--- src/rtl/pcie_tx_arbiter_pkg.sv ---
// Shared definitions for the PCIe TX arbiter slice.
// Contents: arbiter state encoding and AXI-stream field widths of the
// 32-bit endpoint TX interface.
package pcie_tx_arb_pkg;

  localparam logic [1:0] IDLE = 2'd0;
  localparam logic [1:0] XFER = 2'd1;
  localparam logic [1:0] CFG  = 2'd2;

  localparam int AXIS_DATA_W = 32;
  localparam int AXIS_KEEP_W = 4;
  localparam int AXIS_USER_W = 4;

  typedef enum logic [1:0] {
    ST_IDLE = IDLE,
    ST_XFER = XFER,
    ST_CFG  = CFG
  } arb_state_e;

endpackage

--- src/rtl/pcie_tx_arbiter_if.sv ---
// Stream bundle between the TLP sources, the arbiter and the PCIe core TX port.
// Requester side : i_req_tdata/tkeep/tuser/tlast/tvalid (packed, requester k
//                  in slice k), o_req_tready (one bit per requester).
// Core side      : s_axis_tx_tdata/tkeep/tuser/tlast/tvalid, s_axis_tx_tready.
// Modports: slave = arbiter view, master = view of the surrounding logic
// (sources plus core).
interface pcie_tx_arbiter_if #(
  parameter int NUM_REQ = 3
);
  import pcie_tx_arb_pkg::*;

  logic [NUM_REQ*AXIS_DATA_W-1:0] i_req_tdata;
  logic [NUM_REQ*AXIS_KEEP_W-1:0] i_req_tkeep;
  logic [NUM_REQ*AXIS_USER_W-1:0] i_req_tuser;
  logic [NUM_REQ-1:0]             i_req_tlast;
  logic [NUM_REQ-1:0]             i_req_tvalid;
  logic [NUM_REQ-1:0]             o_req_tready;

  logic [AXIS_DATA_W-1:0]         s_axis_tx_tdata;
  logic [AXIS_KEEP_W-1:0]         s_axis_tx_tkeep;
  logic [AXIS_USER_W-1:0]         s_axis_tx_tuser;
  logic                           s_axis_tx_tlast;
  logic                           s_axis_tx_tvalid;
  logic                           s_axis_tx_tready;

  modport slave (
    input  i_req_tdata, i_req_tkeep, i_req_tuser, i_req_tlast, i_req_tvalid,
    output o_req_tready,
    output s_axis_tx_tdata, s_axis_tx_tkeep, s_axis_tx_tuser,
    output s_axis_tx_tlast, s_axis_tx_tvalid,
    input  s_axis_tx_tready
  );

  modport master (
    output i_req_tdata, i_req_tkeep, i_req_tuser, i_req_tlast, i_req_tvalid,
    input  o_req_tready,
    input  s_axis_tx_tdata, s_axis_tx_tkeep, s_axis_tx_tuser,
    input  s_axis_tx_tlast, s_axis_tx_tvalid,
    output s_axis_tx_tready
  );

endinterface

--- src/rtl/rr_priority_select.sv ---
// Combinational round-robin selector.
// Searches valid[last+1], valid[last+2], ... (mod N) and returns the first
// hit as a one-hot grant plus its binary index.
// Ports: valid (N requests), last (index of previous winner),
//        grant (one-hot, 0 if nothing valid), idx (winner index), found.
module rr_priority_select #(
  parameter int N     = 3,
  parameter int IDX_W = $clog2(N)
) (
  input  logic [N-1:0]     valid,
  input  logic [IDX_W-1:0] last,
  output logic [N-1:0]     grant,
  output logic [IDX_W-1:0] idx,
  output logic             found
);

  int cand;

  always_comb begin
    grant = '0;
    idx   = '0;
    found = 1'b0;
    cand  = 0;
    // i runs to N so the previous winner is considered last.
    for (int i = 1; i <= N; i++) begin
      cand = (int'(last) + i) % N;
      if (!found && valid[cand]) begin
        found       = 1'b1;
        grant[cand] = 1'b1;
        idx         = IDX_W'(cand);
      end
    end
  end

endmodule

--- src/rtl/pcie_tx_arbiter.sv ---
// Packet-granular round-robin arbiter sharing the PCIe endpoint TX port
// between NUM_REQ TLP sources, with config-TLP handshake and drop counter.
// Ports:
//   clk, rst_n        user clock, synchronous active-low reset
//   user_lnk_up       link up; loss aborts an in-flight packet
//   tx_buf_av         core TX buffers; a grant needs >= MIN_BUF_AV
//   tx_cfg_req/gnt    core config-TLP request / grant (between packets)
//   tx_err_drop       core dropped a TLP; counted in o_drop_count
//   bus               stream bundle (slave modport)
//   o_grant           one-hot current owner
//   o_abort           one-cycle pulse when link loss cuts a packet
//   o_drop_count      saturating drop counter
//
// state | meaning
// ------+-------------------------------------------------------------
// IDLE  | no owner; arbitrate config request, then requesters
// XFER  | o_grant owns the TX port until its tlast beat completes
// CFG   | tx_cfg_gnt held for the core until tx_cfg_req falls
module pcie_tx_arbiter
  import pcie_tx_arb_pkg::*;
#(
  parameter int NUM_REQ    = 3,
  parameter int MIN_BUF_AV = 2,
  parameter int DROP_CNT_W = 16
) (
  input  logic                  clk,
  input  logic                  rst_n,
  input  logic                  user_lnk_up,
  input  logic [5:0]            tx_buf_av,
  input  logic                  tx_cfg_req,
  output logic                  tx_cfg_gnt,
  input  logic                  tx_err_drop,
  pcie_tx_arbiter_if.slave      bus,
  output logic [NUM_REQ-1:0]    o_grant,
  output logic                  o_abort,
  output logic [DROP_CNT_W-1:0] o_drop_count
);

  localparam int         IDX_W  = $clog2(NUM_REQ);
  localparam logic [5:0] MIN_AV = 6'(MIN_BUF_AV);

  arb_state_e            state_q, state_d;
  logic [NUM_REQ-1:0]    grant_q, grant_d;
  logic [IDX_W-1:0]      idx_q, idx_d;
  logic [IDX_W-1:0]      last_q, last_d;
  logic                  cfg_gnt_q, cfg_gnt_d;
  logic                  abort_q, abort_d;
  logic [DROP_CNT_W-1:0] drop_q;

  logic [NUM_REQ-1:0]    sel_grant;
  logic [IDX_W-1:0]      sel_idx;
  logic                  sel_found;

  logic [AXIS_DATA_W-1:0] tx_tdata;
  logic [AXIS_KEEP_W-1:0] tx_tkeep;
  logic [AXIS_USER_W-1:0] tx_tuser;
  logic                   tx_tlast;
  logic                   tx_tvalid;
  logic                   beat_done;

  rr_priority_select #(
    .N     (NUM_REQ),
    .IDX_W (IDX_W)
  ) u_rr_sel (
    .valid (bus.i_req_tvalid),
    .last  (last_q),
    .grant (sel_grant),
    .idx   (sel_idx),
    .found (sel_found)
  );

  // Data path: mux of the owner's stream, only while in XFER.
  always_comb begin
    tx_tdata  = '0;
    tx_tkeep  = '0;
    tx_tuser  = '0;
    tx_tlast  = 1'b0;
    tx_tvalid = 1'b0;
    if (state_q == ST_XFER) begin
      for (int k = 0; k < NUM_REQ; k++) begin
        if (grant_q[k]) begin
          tx_tdata  = bus.i_req_tdata[k*AXIS_DATA_W +: AXIS_DATA_W];
          tx_tkeep  = bus.i_req_tkeep[k*AXIS_KEEP_W +: AXIS_KEEP_W];
          tx_tuser  = bus.i_req_tuser[k*AXIS_USER_W +: AXIS_USER_W];
          tx_tlast  = bus.i_req_tlast[k];
          tx_tvalid = bus.i_req_tvalid[k];
        end
      end
    end
  end

  assign beat_done = tx_tvalid && bus.s_axis_tx_tready;

  assign bus.s_axis_tx_tdata  = tx_tdata;
  assign bus.s_axis_tx_tkeep  = tx_tkeep;
  assign bus.s_axis_tx_tuser  = tx_tuser;
  assign bus.s_axis_tx_tlast  = tx_tlast;
  assign bus.s_axis_tx_tvalid = tx_tvalid;
  assign bus.o_req_tready     = (state_q == ST_XFER)
                              ? ({NUM_REQ{bus.s_axis_tx_tready}} & grant_q)
                              : '0;

  always_comb begin
    state_d   = state_q;
    grant_d   = grant_q;
    idx_d     = idx_q;
    last_d    = last_q;
    cfg_gnt_d = cfg_gnt_q;
    abort_d   = 1'b0;
    case (state_q)
      ST_IDLE: begin
        if (user_lnk_up) begin
          if (tx_cfg_req) begin
            state_d   = ST_CFG;
            cfg_gnt_d = 1'b1;
          end else if (sel_found && (tx_buf_av >= MIN_AV)) begin
            state_d = ST_XFER;
            grant_d = sel_grant;
            idx_d   = sel_idx;
          end
        end
      end
      ST_XFER: begin
        // Link loss wins over a coinciding tlast beat; either way the
        // pointer moves past the current owner.
        if (!user_lnk_up) begin
          state_d = ST_IDLE;
          grant_d = '0;
          last_d  = idx_q;
          abort_d = 1'b1;
        end else if (beat_done && tx_tlast) begin
          state_d = ST_IDLE;
          grant_d = '0;
          last_d  = idx_q;
        end
      end
      ST_CFG: begin
        if (!user_lnk_up || !tx_cfg_req) begin
          state_d   = ST_IDLE;
          cfg_gnt_d = 1'b0;
        end
      end
      default: begin
        state_d   = ST_IDLE;
        grant_d   = '0;
        cfg_gnt_d = 1'b0;
      end
    endcase
  end

  always_ff @(posedge clk) begin
    if (!rst_n) begin
      state_q   <= ST_IDLE;
      grant_q   <= '0;
      idx_q     <= '0;
      last_q    <= IDX_W'(NUM_REQ - 1);
      cfg_gnt_q <= 1'b0;
      abort_q   <= 1'b0;
    end else begin
      state_q   <= state_d;
      grant_q   <= grant_d;
      idx_q     <= idx_d;
      last_q    <= last_d;
      cfg_gnt_q <= cfg_gnt_d;
      abort_q   <= abort_d;
    end
  end

  always_ff @(posedge clk) begin
    if (!rst_n) begin
      drop_q <= '0;
    end else if (tx_err_drop && (drop_q != {DROP_CNT_W{1'b1}})) begin
      drop_q <= drop_q + 1'b1;
    end
  end

  assign o_grant      = grant_q;
  assign tx_cfg_gnt   = cfg_gnt_q;
  assign o_abort      = abort_q;
  assign o_drop_count = drop_q;

endmodule

--- src/flat_wrapper.sv ---
// flat-port wrapper written by rule: the top's interface ports become plain ports
module pcie_tx_arbiter_flat import pcie_tx_arb_pkg::*;
#(
  parameter int NUM_REQ    = 3,
  parameter int MIN_BUF_AV = 2,
  parameter int DROP_CNT_W = 16
)
  (clk, rst_n, user_lnk_up, tx_buf_av, tx_cfg_req, tx_cfg_gnt, tx_err_drop, o_grant, o_abort, o_drop_count, bus_i_req_tdata, bus_i_req_tkeep, bus_i_req_tuser, bus_i_req_tlast, bus_i_req_tvalid, bus_o_req_tready, bus_s_axis_tx_tdata, bus_s_axis_tx_tkeep, bus_s_axis_tx_tuser, bus_s_axis_tx_tlast, bus_s_axis_tx_tvalid, bus_s_axis_tx_tready);
  pcie_tx_arbiter_if #(.NUM_REQ(NUM_REQ)) bus_i ();
  input  logic clk;
  input  logic rst_n;
  input  logic user_lnk_up;
  input  logic [5:0] tx_buf_av;
  input  logic tx_cfg_req;
  output logic tx_cfg_gnt;
  input  logic tx_err_drop;
  output logic [NUM_REQ-1:0] o_grant;
  output logic o_abort;
  output logic [DROP_CNT_W-1:0] o_drop_count;
  input wire logic [$bits(bus_i.i_req_tdata)-1:0] bus_i_req_tdata;
  input wire logic [$bits(bus_i.i_req_tkeep)-1:0] bus_i_req_tkeep;
  input wire logic [$bits(bus_i.i_req_tuser)-1:0] bus_i_req_tuser;
  input wire logic [$bits(bus_i.i_req_tlast)-1:0] bus_i_req_tlast;
  input wire logic [$bits(bus_i.i_req_tvalid)-1:0] bus_i_req_tvalid;
  output wire logic [$bits(bus_i.o_req_tready)-1:0] bus_o_req_tready;
  output wire logic [$bits(bus_i.s_axis_tx_tdata)-1:0] bus_s_axis_tx_tdata;
  output wire logic [$bits(bus_i.s_axis_tx_tkeep)-1:0] bus_s_axis_tx_tkeep;
  output wire logic [$bits(bus_i.s_axis_tx_tuser)-1:0] bus_s_axis_tx_tuser;
  output wire logic [$bits(bus_i.s_axis_tx_tlast)-1:0] bus_s_axis_tx_tlast;
  output wire logic [$bits(bus_i.s_axis_tx_tvalid)-1:0] bus_s_axis_tx_tvalid;
  input wire logic [$bits(bus_i.s_axis_tx_tready)-1:0] bus_s_axis_tx_tready;
  assign bus_i.i_req_tdata = bus_i_req_tdata;
  assign bus_i.i_req_tkeep = bus_i_req_tkeep;
  assign bus_i.i_req_tuser = bus_i_req_tuser;
  assign bus_i.i_req_tlast = bus_i_req_tlast;
  assign bus_i.i_req_tvalid = bus_i_req_tvalid;
  assign bus_o_req_tready = bus_i.o_req_tready;
  assign bus_s_axis_tx_tdata = bus_i.s_axis_tx_tdata;
  assign bus_s_axis_tx_tkeep = bus_i.s_axis_tx_tkeep;
  assign bus_s_axis_tx_tuser = bus_i.s_axis_tx_tuser;
  assign bus_s_axis_tx_tlast = bus_i.s_axis_tx_tlast;
  assign bus_s_axis_tx_tvalid = bus_i.s_axis_tx_tvalid;
  assign bus_i.s_axis_tx_tready = bus_s_axis_tx_tready;
  pcie_tx_arbiter #(.NUM_REQ(NUM_REQ), .MIN_BUF_AV(MIN_BUF_AV), .DROP_CNT_W(DROP_CNT_W)) u_core (.clk(clk), .rst_n(rst_n), .user_lnk_up(user_lnk_up), .tx_buf_av(tx_buf_av), .tx_cfg_req(tx_cfg_req), .tx_cfg_gnt(tx_cfg_gnt), .tx_err_drop(tx_err_drop), .bus(bus_i), .o_grant(o_grant), .o_abort(o_abort), .o_drop_count(o_drop_count));
endmodule
--- config.mk ---
export PLATFORM = sky130hd
export DESIGN_NAME = pcie_tx_arbiter_flat
export DESIGN_NICKNAME = d
export VERILOG_FILES = /design/src/rtl/pcie_tx_arbiter_pkg.sv /design/src/rtl/pcie_tx_arbiter_if.sv /design/src/rtl/rr_priority_select.sv /design/src/rtl/pcie_tx_arbiter.sv /design/src/flat_wrapper.sv
export SDC_FILE = /design/constraint.sdc
export NUM_CORES = 1
export LEC_CHECK = 0
export ABC_AREA = 1
export BUFFER_PORTS_ARGS = -buffer_cell sky130_fd_sc_hd__buf_2
export CELL_PAD_IN_SITES_DETAIL_PLACEMENT = 1
export CELL_PAD_IN_SITES_GLOBAL_PLACEMENT = 2
export CORE_ASPECT_RATIO = 1.75
export CORE_UTILIZATION = 19
export DETAILED_ROUTE_END_ITERATION = 8
export PLACE_DENSITY_LB_ADDON = 0.2
export SYNTH_ARGS = -nofsm -noshare
export SYNTH_HDL_FRONTEND = slang
export SYNTH_SLANG_ARGS = --single-unit
--- constraint.sdc ---
create_clock -name clk -period 3.85 [get_ports clk]
set_clock_uncertainty 0.15 [all_clocks]
set_input_delay 0.1925 -clock clk [delete_from_list [all_inputs] [get_ports clk]]
set_output_delay 0.1925 -clock clk [all_outputs]
set_load 0.01 [all_outputs]
# After elaboration in Yosys (flattened, before gate mapping)
# Cells that the tools add are included.
[op_classes]
addsub = 4
n_mul = 0
div_mod_pow = 3
order_cmp = 7
eq_ne = 11
shifts = 0
mux = 65
n_bitwise = 6
n_reduce_logical = 21
[op_table]
columns = ["op", "count"]
rows = [
  ["32-bit two-way mux", 4],
  ["32-bit by 1-bit >= comparator with 1-bit output, second input constant", 3],
  ["32-bit by 4-bit less-than comparator with 1-bit output, second input constant", 3],
  ["32-bit by 3-bit remainder unit with 32-bit output, second input constant", 3],
  ["4-bit two-way mux", 8],
  ["3-bit two-way mux", 9],
  ["1-bit two-way mux", 24],
  ["2-bit two-way mux", 11],
  ["16-bit by 1-bit adder with 16-bit output, second input constant", 1],
  ["16-bit != test, second input constant", 1],
  ["4-bit AND reduction", 3],
  ["1-bit logical AND", 9],
  ["3-bit one-hot mux with 3 select lines", 1],
  ["2-bit by 2-bit adder with 3-bit output, second input constant", 2],
  ["1-bit binary-select mux with 2-bit select", 3],
  ["1-bit demux with 2-bit select", 3],
  ["6-bit by 2-bit >= comparator with 1-bit output, second input constant", 1],
  ["2-bit by 1-bit != test with 1-bit output, second input constant", 3],
  ["2-bit != test, second input constant", 3],
  ["3-bit OR", 2],
  ["2-bit one-hot mux with 3 select lines", 1],
  ["5-bit AND reduction", 1],
  ["1-bit logical NOT", 4],
  ["2-bit AND reduction", 2],
  ["10 further kinds", 12],
]
[totals]
regBits = 27
latchBits = 0
ramBits = 0
mem_bits_ro = 0
in_bits = 138
memories = 0

# Longest topological paths before layout
# Gate-level depths: netlist (run 1).
[logic_depth]
depth_word = 17
mapped_depth = 13

# Hierarchy
# A second synthesis (run 1) with hierarchy kept.
[hier_totals]
hier_cells = 472
area_unflattened_um2 = 2692.6
[by_module_without_submodules]
columns = ["module", "n_inst", "cells_per_inst", "area_each_um2", "seq_area_each_um2"]
rows = [
  ["pcie_tx_arbiter", 1, 412, 2364.8, 540.5],
  ["rr_priority_select", 1, 60, 327.8, 0.0],
]

# Worst setup path before layout (run 1)
# OpenSTA, ideal clock, no wires.
[synth_timing]
path_kind = "flip-flop to flip-flop"
startpoint = "register u_core.last_q[0]"
endpoint = "register u_core.grant_q[0] (netlist: u_core.o_grant[0])"
arrival_ns = 1.563
t_required_ns = 3.586
slack_ns = 2.023
stages_incl_launch_ff = 11
path_buffers = 0
synth_period_minus_slack_ns = 1.827
path_cell_list = "dfxtp_1 -> inv_1 -> ha_1 -> o21ai_1 -> nand2_2 -> nand3_1 -> nand2_1 -> nand2_1 -> nand3_2 -> nor2_1 -> nor2_2"
[synth_between]
elab_chain_len = 16
word_cells_on_any_way = 49
classes_between = "3 x add/sub; 3 x div; 6 x order compare; 1 x eq/ne; 25 x mux; 2 x bitwise; 9 x reduce/logical"
[synth_lines]
columns = ["element", "line_no", "text"]
rows = [
  ["start: declaration", "pcie_tx_arbiter.sv:45", "logic [IDX_W-1:0] last_q, last_d;"],
  ["start signal: assignment", "pcie_tx_arbiter.sv:156", "last_q <= IDX_W'(NUM_REQ - 1);"],
  ["start signal: assignment", "pcie_tx_arbiter.sv:163", "last_q <= last_d;"],
  ["branches (longest 16 deep; another with 32-bit by 3-bit remainder unit with 32-bit output)", "n/a", ""],
  ["end signal: assignment", "pcie_tx_arbiter.sv:161", "grant_q <= grant_d;"],
  ["end: declaration", "pcie_tx_arbiter.sv:43", "logic [NUM_REQ-1:0] grant_q, grant_d;"],
]
# Several ways; the timed one is not identified. The select of a mux whose other input is x is not followed.
# A chain may end at the register's enable or synchronous reset.

# Worst setup path in the final report (run 1)
[layout_timing]
startpoint = "register u_core.grant_q[0] (netlist: u_core.o_grant[0])"
endpoint = "output bus_s_axis_tx_tdata[14]"
[layout_between]
elab_chain_len = 4
[layout_lines]
columns = ["element", "line_no", "text"]
rows = [
  ["32-bit two-way mux (3 in a row)", "pcie_tx_arbiter.sv:81", "if (grant_q[k]) begin"],
  ["32-bit two-way mux", "pcie_tx_arbiter.sv:79", "if (state_q == ST_XFER) begin"],
  ["end: declaration", "flat_wrapper.sv:26", "output wire logic [$bits(bus_i.s_axis_tx_tdata)-1:0] bus_s_axis_tx_tdata;"],
]
# Every way passes these cells.

==> results by group, run 1 <==
Cells and area
  – Final net count: 773
  – Sequential Area: 540.5 um^2
  – FILL cells: 1,810
  – Share of cells above drive strength 1: 38.31%
  – Area grow syn2layout: 47.50%
  – Multi-input logic area: 1779 um^2
  – Fin cells: 804

Clock network
  – CTS Hold Buffers Added: 0
  – Maximum clock insertion buffer count: 2
  – Clk slew on worst S/H paths: 70 ps
  – Root Driver: clkbuf_16
  – Setup bufs post-CTS: 0
  – Post-cts sizing count: 0
  – Clock latency on the worst-skew pair: 270 ps
  – TritonCTS clock tree: done
  – Inserted Clock Buffers: 3
  – Clock H-tree levels: 1
  – CTS sink cnt: 27

Place
  – Cell total after placement: 799
  – HPWL after DPL: 9.760 mm
  – Routability cong.: 0.8276
  – IO Port Bufs: 202

Timing
  – Hold_ws: 54.63 ps
  – Final setup fails: 0
  – RSZ-0062 raised after global routing: false
  – Fin. max-slew vios: 0
  – Fin crit share: 58.19%
  – Final Critical Period: 2240 ps
  – Fmax: 0.4463 GHz
  – Relative slew margins: 56.19%
  – Worst Max-Slew Pin Slew: 656.3 ps
  – Setup_tns: 0 ps
  – Final Hold Viols: 0

Worst setup path
  – Critical path class: reg2out
  – Largest stage delay on the critical path: 390 ps
  – Maximum fanout along the worst path: 24
  – Critical path, cell by cell: inv_2, nor2_4, buf_4, nand2_1, a21oi_1, buf_2
  – CP max stage cell: dfxtp_1
  – Type of origin of the critical path: register
  – R2r setup slk: 1680 ps
  – Critical R2R Capture: u_core.o_grant[0]
  – CP arrival: 1900 ps
  – Worst r2r path cells: 10
  – Worst EP required: 3510 ps
  – CP startpoint: u_core.o_grant[0]
  – Element type at the critical path end: primary output
  – R2r startpoint: u_core.last_q[0]
  – CP Capture Point: bus_s_axis_tx_tdata[14]

Die
  – Initial Utilization: 19.35%
  – Die Ht: 156.0 um
  – Core area: 13,310 um^2
  – Die span in x: 90.02 um
  – Std cell rows: 56
  – # IOs: 204
  – Die Area: 14,050 um^2

Yosys
  – Mapped Area: 2576 um^2
  – Number of enable flip-flop cells after synthesis: 0
  – Post-synthesis xor/xnor area fraction: 2.040%
  – Yosys warning count: 0
  – Sequential share of the synthesized area: 20.98%
  – Synth Register Bits: 27
  – Yosys cell types: 30
  – Synth Area in Compound Gates: 32.30%
  – Adder-Cell Fraction of Synth Area: 2.428%
  – Post-Synth Simple-Gate Area: 32.30%
  – Top_reg_cell synth: dfxtp_1
  – Async SR Flop Fraction: 0%
  – Post-Syn Nets: 589
  – Main combinational cell family by area after synthesis: compound AO/OA/AOI/OAI gates
  – Post-synthesis mux area share: 0%
  – Syn Inst Count: 446
  – Synth Area per Inst: 5.776 um^2

GRT
  – First-pass GRT wire length: 19.27 mm
  – Largest net degree at the start of global routing: 46
  – Global Route Usage Sum: 16.94%
  – Antenna violations before repair: 1
  – Vias in the first global route: 3,751
  – GR Overflow Total: 0

Pwr
  – Maximum VDD drop: 0.0001047 V
  – PwrDens: 236.6 nW/um^2
  – Static leakage: 1.755 nW

Routing
  – DRT Wirelength: 12.33 mm
  – Routed WL per cell: 15.34 um
  – DR WL met3: 785 um
  – DR vias/cell: 4.688
  – Total iterations of the first detailed-routing run: 4
  – Post-route DRC: 0
  – Highest metal used: met4
  – M1 WL: 4.603 mm
  – Vias: 3,769
  – Met2 wire len: 6.723 mm
  – Detailed Route Iter0 Violations: 101
  – Routed Antenna Nets: 0

Worst hold path
  – Hold WC Path Type: in2reg
  – Hold_sp: user_lnk_up

Run
  – Max cap viols: 0

Outcome
  – Status: finished clean
## sequential cells by signal, summed over array words and instances, names as in the netlist
signal	flops
u_core.state_q	2
u_core.idx_q	2
u_core.o_grant	3
u_core.tx_cfg_gnt	1
u_core.o_abort	1
u_core.last_q	2
u_core.o_drop_count	16
## cell usage after synthesis (2+ instances only)
cell type  count  area [um^2]
a211oi_1       2        15.01
ha_1           5        62.56
inv_2          8        30.03
nor2_1        26        97.59
xnor2_1        3        26.28
xor2_1         3        26.28
nor3_1        14        70.07
inv_1         30        112.6
o21ai_0       48        240.2
nand3_2        3        30.03
dfxtp_1       27        540.5
o21ai_1        3        15.01
clkbuf_1      22        82.58
nand4_1        4        25.02
nor2_4         2        22.52
nand3_1       21        105.1
a21oi_2        7        61.31
a21oi_1       97        485.5
nor2_2         3        18.77
buf_2          3        15.01
nand2_1      100        375.4
nand2_2        6        37.54
and2_1         2        12.51
## area by class of cell
type,instances,share of cell area (%)
sequential,27,14.22
multi-input combinational,354,46.82
inverter,39,3.885
clock buffer,4,2.074
tap,174,5.729
timing repair buffer,205,27.20
antenna,1,0.06585
## routing by layer
metal  GRT usage [%]  vias up
met1           17.24     1756
met2           34.24      142
met5               0        -
met3           2.973       14
li1                -     1857
met4           5.223        0
## where the power goes
| part | internal (W) | total (W) | switching [W] |
|---|---|---|---|
| Clock | 0.000142 | 0.000250 | 0.000108 |
| Combinational | 0.000130 | 0.000351 | 0.000221 |
| Sequential | 0.000289 | 0.000298 | 0.00000908 |
## how the worst min path moves through the flow
stage / end / slack [ps] / cells after the start
2_1_floorplan: u_core.o_drop_count[3] / 180 / 2
3_3_place_gp: u_core.idx_q[1] / 310 / 2
3_5_place_dp: u_core.idx_q[1] / 320 / 2
4_1_cts: u_core.o_abort / 50 / 2
5_1_grt: u_core.o_abort / 60 / 2
6_report: u_core.o_abort / 50 / 2
## critical path: cells and delay by family (launching register included)
family,cells,cell delay (ps)
DFF,1,390
buffers and inverters,3,610
and+or+nand+nor,2,450
AOI/OAI and AO/OA,1,170
## stage by stage
stage	setup WS [ps]	power, W	utilization (%)	cell area, um^2
global route	1418	0.0009631	28.54	3800
floorplan	2023	0.0005095	-	2576
CTS	1557	0.0009150	28.52	3797
detailed placement	1675	0.0006601	27.93	3719
finish	1610	0.0008990	28.54	3800
global placement	1706	0.0006523	27.93	3719
## kinds of logic (layout without fill, tap and decap cells)
group                      count (synthesis)  in the layout
xor gates and xnor gates                   6              6
adders and majority gates                  5              5
buffers and inverters                     65            248
and+or+nand+nor                          184            184
DFF                                       27             27
AOI/OAI and AO/OA                        159            159
other                                      0              1
## placed cells by master (no fill, tap or decap), types with 2 or more instances in the layout
| cell type | instances |
|---|---|
| o21ai_0 | 48 |
| a21oi_2 | 7 |
| and2_1 | 2 |
| o21ai_1 | 3 |
| a211oi_1 | 2 |
| nand4_1 | 4 |
| buf_4 | 3 |
| nor2_4 | 2 |
| nand3_2 | 3 |
| nand2_2 | 6 |
| ha_1 | 5 |
| nand3_1 | 21 |
| nor2_2 | 3 |
| nor3_1 | 14 |
| clkbuf_16 | 3 |
| xnor2_1 | 3 |
| nor2_1 | 26 |
| dfxtp_1 | 27 |
| a21oi_1 | 97 |
| inv_2 | 8 |
| buf_2 | 202 |
| xor2_1 | 3 |
| inv_1 | 30 |
| nand2_1 | 100 |
(Power assumes the default switching activity.)
==> inputs of run 2 (changes only) <==
--- a/config.mk
+++ b/config.mk
@@ -10,7 +10,7 @@
 export CELL_PAD_IN_SITES_DETAIL_PLACEMENT = 1
 export CELL_PAD_IN_SITES_GLOBAL_PLACEMENT = 2
 export CORE_ASPECT_RATIO = 1.75
-export CORE_UTILIZATION = 19
+export CORE_UTILIZATION = 18
 export DETAILED_ROUTE_END_ITERATION = 8
 export PLACE_DENSITY_LB_ADDON = 0.2
 export SYNTH_ARGS = -nofsm -noshare
==> constraint.sdc (replaced) <==
create_clock -name clk -period 2.14 [get_ports clk]
set_clock_uncertainty 0.15 [all_clocks]
set_input_delay 0.107 -clock clk [delete_from_list [all_inputs] [get_ports clk]]
set_output_delay 0.107 -clock clk [all_outputs]
set_load 0.01 [all_outputs]
==> run 2 against run 1 <==
Compared with the run above:
- largest power group unchanged
- non-clock buffer count rose by 10
- critical path depth grew 4
- hold slack worse by 30 ps
- count of clock-buffer cells in the layout stayed put
- design area increased by 3.3%
- largest cell class unchanged
- global-route usage hardly changed
==> results by group, run 2 (synthesis gave the netlist of run 1 again) <==
Routing
  – DR vias/cell: 4.626
  – Detailed Route Iter0 Violations: 92
  – DRT Wirelength: 12.78 mm
  – Routed WL per cell: 15.66 um
  – Total iterations of the first detailed-routing run: 4
  – Routed Antenna Nets: 0
  – Post-route DRC: 0
  – Vias: 3,775

Timing
  – Fin crit share: 91.34%
  – Worst Max-Slew Pin Slew: 672.8 ps
  – Fmax: 0.5116 GHz
  – Relative slew margins: 55.10%
  – Setup_tns: 0 ps
  – Final Critical Period: 1955 ps
  – Final Hold Viols: 0
  – Fin. max-slew vios: 0
  – Final setup fails: 0
  – RSZ-0062 raised after global routing: false

GRT
  – Largest net degree at the start of global routing: 34
  – First-pass GRT wire length: 19.98 mm
  – GR Overflow Total: 0
  – Global Route Usage Sum: 16.90%
  – Antenna violations before repair: 0
  – Vias in the first global route: 3,962

Pwr
  – Clock power share: 27.0%
  – Maximum VDD drop: 0.0001813 V
  – PwrDens: 422.0 nW/um^2
  – Logic pwr share: 39.9%
  – Psw: 0.0006143 W
  – Int Pwr: 0.001042 W
  – Net Sw Frac: 37.09%
  – Static leakage: 1.814 nW
  – Sequential power share: 33.1%

Cells and area
  – Final net count: 783
  – Diode count: 0
  – Fin cells: 816
  – Commonest non-fill, non-tap cells in the layout: 202 x buf_2, 99 x nand2_1, 97 x a21oi_1
  – Most common cell after layout, fill and taps aside: buf_2
  – Area grow syn2layout: 52.36%
  – Max FFs per register: 16
  – Share of cells above drive strength 1: 39.75%

Clock network
  – CTS sink cnt: 27
  – Clock H-tree levels: 1
  – Clk slew on worst S/H paths: 70 ps
  – Inserted Clock Buffers: 3
  – TritonCTS clock tree: done
  – Maximum clock insertion buffer count: 2
  – Root Driver: clkbuf_16
  – Clock latency on the worst-skew pair: 270 ps

Worst setup path
  – Critical R2R Capture: u_core.o_grant[1]
  – Worst r2r path cells: 10
  – Critical path, cell by cell: inv_1, ha_1, o21ai_1, nand3_1, nand3_1, nand2_1, nand2_1, nand3_4, nor2_1, nor2_2
  – R2r startpoint: u_core.last_q[1]
  – Type of origin of the critical path: register
  – CP Capture Point: u_core.o_grant[1]
  – Critical path class: reg2reg
  – CP max stage cell: dfxtp_2
  – Maximum fanout along the worst path: 7
  – CP startpoint: u_core.last_q[1]
  – Element type at the critical path end: register
  – CP arrival: 1970 ps
  – Largest stage delay on the critical path: 380 ps
  – Worst EP required: 2160 ps
  – R2r setup slk: 190 ps

Die
  – Initial Utilization: 18.52%
  – Die Ht: 160.3 um
  – Core area: 13,910 um^2
  – # IOs: 204
  – Std cell rows: 57
  – Die Area: 14,810 um^2
  – Die span in x: 92.44 um

Place
  – IO Port Bufs: 202
  – Routability cong.: 0.8413
  – Cell total after placement: 810
  – HPWL after DPL: 10.25 mm

Worst hold path
  – Worst hold path depth: 3
  – Hold WC Path Type: in2reg

Outcome
  – Status: finished clean

Run
  – Max cap viols: 0
run 2: cell types whose count changed in the layout (fill, tap and decap cells not counted), moves of 2 or more:
cell           previous run  this run
dlygate4sd3_1             0         2
dfxtp_1                  27        24
buf_4                     3         9
dfxtp_2                   0         3
run 2: layout make-up:
cell class / count / area (um^2)
Tap cell: 177 / 221.5
Timing Repair Buffer: 215 / 1130
Sequential cell: 27 / 544.3
Inverter: 39 / 148.9
Multi-Input combinational cell: 354 / 1802
Clock buffer: 4 / 78.83
Fill cell: 1874 / 9982
run 2: repair_timing:
item / 4_1_cts / 5_1_grt
hold buffers: 2 / 0
buffers inserted: 0 / 0
gates resized for setup: 0 / 10
hold endpoints to repair: 2 / 0
setup endpoints to repair: 0 / 17
run 2: per-layer routing:
layer / vias up / track usage, % / wire length (um)
met4: 0 / 4.474 / 200
met1: 1743 / 16.96 / 4688
met3: 11 / 2.762 / 888
met2: 143 / 34.38 / 7004
met5: - / 0 / 0
li1: 1878 / - / -
run 2: power groups by stage:
stage | Combinational [W] | Clock (W) | Sequential [W]
detailed placement | 0.000658 | 0 | 0.000561
CTS | 0.000663 | 0.000470 | 0.000549
finish | 0.000661 | 0.000447 | 0.000548
floorplan | 0.000367 | 0 | 0.000550
global route | 0.000742 | 0.000483 | 0.000553
global placement | 0.000641 | 0 | 0.000558
run 2: through the flow:
step / cell area (um^2) / utilization (%) / total power, W / worst slack, ps / hold slack, ps
floorplan: 2576 / - / 0.0009165 / 312.9 / 95.37
global placement: 3795 / 27.29 / 0.001199 / 111.5 / 264.7
detailed placement: 3795 / 27.29 / 0.001219 / 38.73 / 270.9
CTS: 3894 / 28.00 / 0.001682 / 28.78 / 21.28
global route: 3925 / 28.22 / 0.001778 / 14.64 / 47.15
finish: 3925 / 28.22 / 0.001656 / 185.2 / 25.03
run 2: worst max-delay path, delay by kind of cell, from the launching register on:
family	cells	cell delay (ps)
AOI/OAI and AO/OA	1	160
adders and majority gates	1	280
buffers and inverters	1	70
DFF	1	380
and+or+nand+nor	7	820
run 2: worst min-delay path by stage:
| stage | from | endpoint | slack (ps) |
|---|---|---|---|
| floorplan | rst_n | u_core.o_drop_count[3] | 100 |
| detailed placement | user_lnk_up | u_core.o_abort | 270 |
| CTS | tx_cfg_req | u_core.tx_cfg_gnt | 20 |
| global route | tx_cfg_req | u_core.state_q[1] | 50 |
| global placement | user_lnk_up | u_core.o_abort | 260 |
| finish | tx_cfg_req | u_core.tx_cfg_gnt | 30 |
==> inputs of run 3 (changes only) <==
--- a/config.mk
+++ b/config.mk
@@ -12,7 +12,7 @@
 export CORE_ASPECT_RATIO = 1.75
 export CORE_UTILIZATION = 18
 export DETAILED_ROUTE_END_ITERATION = 8
-export PLACE_DENSITY_LB_ADDON = 0.2
+export PLACE_DENSITY_LB_ADDON = 0.1
 export SYNTH_ARGS = -nofsm -noshare
 export SYNTH_HDL_FRONTEND = slang
 export SYNTH_SLANG_ARGS = --single-unit
==> run 3 against run 2 <==
Compared with the run above:
- setup slack improved by 13 ps
- critical path type unchanged
- core utilization fell by 0.054 points
- total power fell by 0.20%
- maximum frequency rose by 0.67%
- count of clock-buffer cells in the layout fell by 1
- flip-flop and latch count did not move
- hold slack got worse by 15 ps
==> results by group, run 3 (synthesis gave the netlist of run 1 again) <==
Pwr
  – Maximum VDD drop: 0.0003520 V
  – PwrDens: 422.0 nW/um^2
  – Static leakage: 1.817 nW

Worst setup path
  – Crit path max-delay family: simple AND/OR/NAND/NOR gates
  – Buf+Inv Stages, Crit Path: 2
  – CP max stage cell: dfxtp_1
  – Element type at the critical path end: register
  – Type of origin of the critical path: register
  – Critical path, cell by cell: inv_1, ha_4, inv_2, nand2_2, nand3_1, nand2_2, nand2_2, nor2_4, nand2_1, a21oi_1, nor2_1, nor2_2
  – Maximum fanout along the worst path: 6
  – CP arrival: 2000 ps
  – Cell mode on critical path: nand2_2
  – Worst EP required: 2200 ps
  – Critical path class: reg2reg
  – Largest stage delay on the critical path: 360 ps

Routing
  – DRT Wirelength: 13.20 mm
  – Routed Antenna Nets: 0
  – DR vias/cell: 4.631
  – Vias: 3,802
  – Routed WL per cell: 16.08 um
  – Post-route DRC: 0
  – Total iterations of the first detailed-routing run: 4
  – Detailed Route Iter0 Violations: 82

Cells and area
  – Commonest non-fill, non-tap cells in the layout: 202 x buf_2, 100 x nand2_1, 97 x a21oi_1
  – Share of cells above drive strength 1: 40.00%
  – Final net count: 784
  – Max FFs per register: 16
  – Area grow syn2layout: 52.06%
  – Final core occ: 28.17%
  – Final Cell Area: 3918 um^2
  – Most common cell after layout, fill and taps aside: buf_2

Die
  – Std cell rows: 57
  – Die span in x: 92.44 um
  – Die Area: 14,810 um^2
  – Initial Utilization: 18.52%
  – Die Ht: 160.3 um
  – # IOs: 204
  – Core area: 13,910 um^2

Clock network
  – Clock latency on the worst-skew pair: 270 ps
  – Setup bufs post-CTS: 0
  – CTS sink cnt: 27
  – Clock H-tree levels: 1
  – TritonCTS clock tree: done
  – Clk slew on worst S/H paths: 70 ps
  – Root Driver: clkbuf_16
  – Inserted Clock Buffers: 3
  – Maximum clock insertion buffer count: 2

Run
  – Max cap viols: 0

Timing
  – Fin crit share: 90.74%
  – Worst Max-Slew Pin Slew: 734.1 ps
  – Fmax: 0.5150 GHz
  – Relative slew margins: 51.01%
  – RSZ-0062 raised after global routing: false
  – Final setup fails: 0
  – Final Critical Period: 1942 ps
  – Fin. max-slew vios: 0
  – Final Hold Viols: 0
  – Setup_tns: 0 ps
  – Hold_ws: 9.922 ps

GRT
  – First-pass GRT wire length: 20.16 mm
  – Antenna violations before repair: 4
  – Vias in the first global route: 3,834
  – Global Route Usage Sum: 16.99%
  – Largest net degree at the start of global routing: 31
  – GR Overflow Total: 0

Worst hold path
  – Hold WC Path Type: in2reg

Place
  – Placed Area: 3800 um^2
  – Routability cong.: 0.8156
  – IO Port Bufs: 202
  – HPWL after DPL: 10.58 mm

Outcome
  – Status: finished clean
## run 3: cell type report
cell class,instances,area [um^2]
Antenna cell,4,10.01
Clock buffer,3,75.07
Clock inverter,1,8.758
Fill cell,1880,9990
Inverter,39,147.6
Multi-Input combinational cell,354,1792
Sequential cell,27,544.3
Tap cell,177,221.5
Timing Repair Buffer,216,1119
## run 3: path summary, 6_finish.rpt
kind / start / end / cells past startpoint / slack [ps]
worst min register to register: u_core.idx_q[1] / u_core.idx_q[1] / 2 / 320
worst max register to register: u_core.last_q[0] / u_core.o_grant[2] / 12 / 200
worst min-delay path: rst_n / u_core.last_q[1] / 2 / 10
worst max-delay path: u_core.last_q[0] / u_core.o_grant[2] / 12 / 200
## run 3: stage by stage
stage,setup WS [ps],cells,power [W]
floorplan,312.9,446,0.0009165
global placement,105.5,812,0.001199
detailed placement,67.61,812,0.001209
CTS,47.61,817,0.001682
global route,11.26,821,0.001772
finish,198.3,821,0.001653
## run 3: layer usage
| metal | up-vias | share of wire, % | wire, um | track usage (%) |
|---|---|---|---|---|
| met5 | - | 0 | 0 | 0 |
| met4 | 0 | 1.6 | 214 | 5.824 |
| met3 | 11 | 6.5 | 857 | 2.762 |
| met2 | 127 | 55 | 7263 | 33.30 |
| met1 | 1775 | 37 | 4863 | 17.58 |
| li1 | 1889 | - | - | - |
## run 3: power breakdown
| part | internal, W | leakage, nW | switching [W] | total [W] |
|---|---|---|---|---|
| registers | 0.000521 | 0.220 | 0.0000231 | 0.000544 |
| logic | 0.000253 | 1.56 | 0.000397 | 0.000651 |
| clock network | 0.000259 | 0.0415 | 0.000199 | 0.000458 |
## run 3: repair_timing
| item | 4_1_cts | 5_1_grt |
|---|---|---|
| endpoints found under the setup margin | 0 | 5 |
| hold endpoints to repair | 1 | 0 |
| resized for setup | 0 | 3 |
| hold buffers | 1 | 0 |
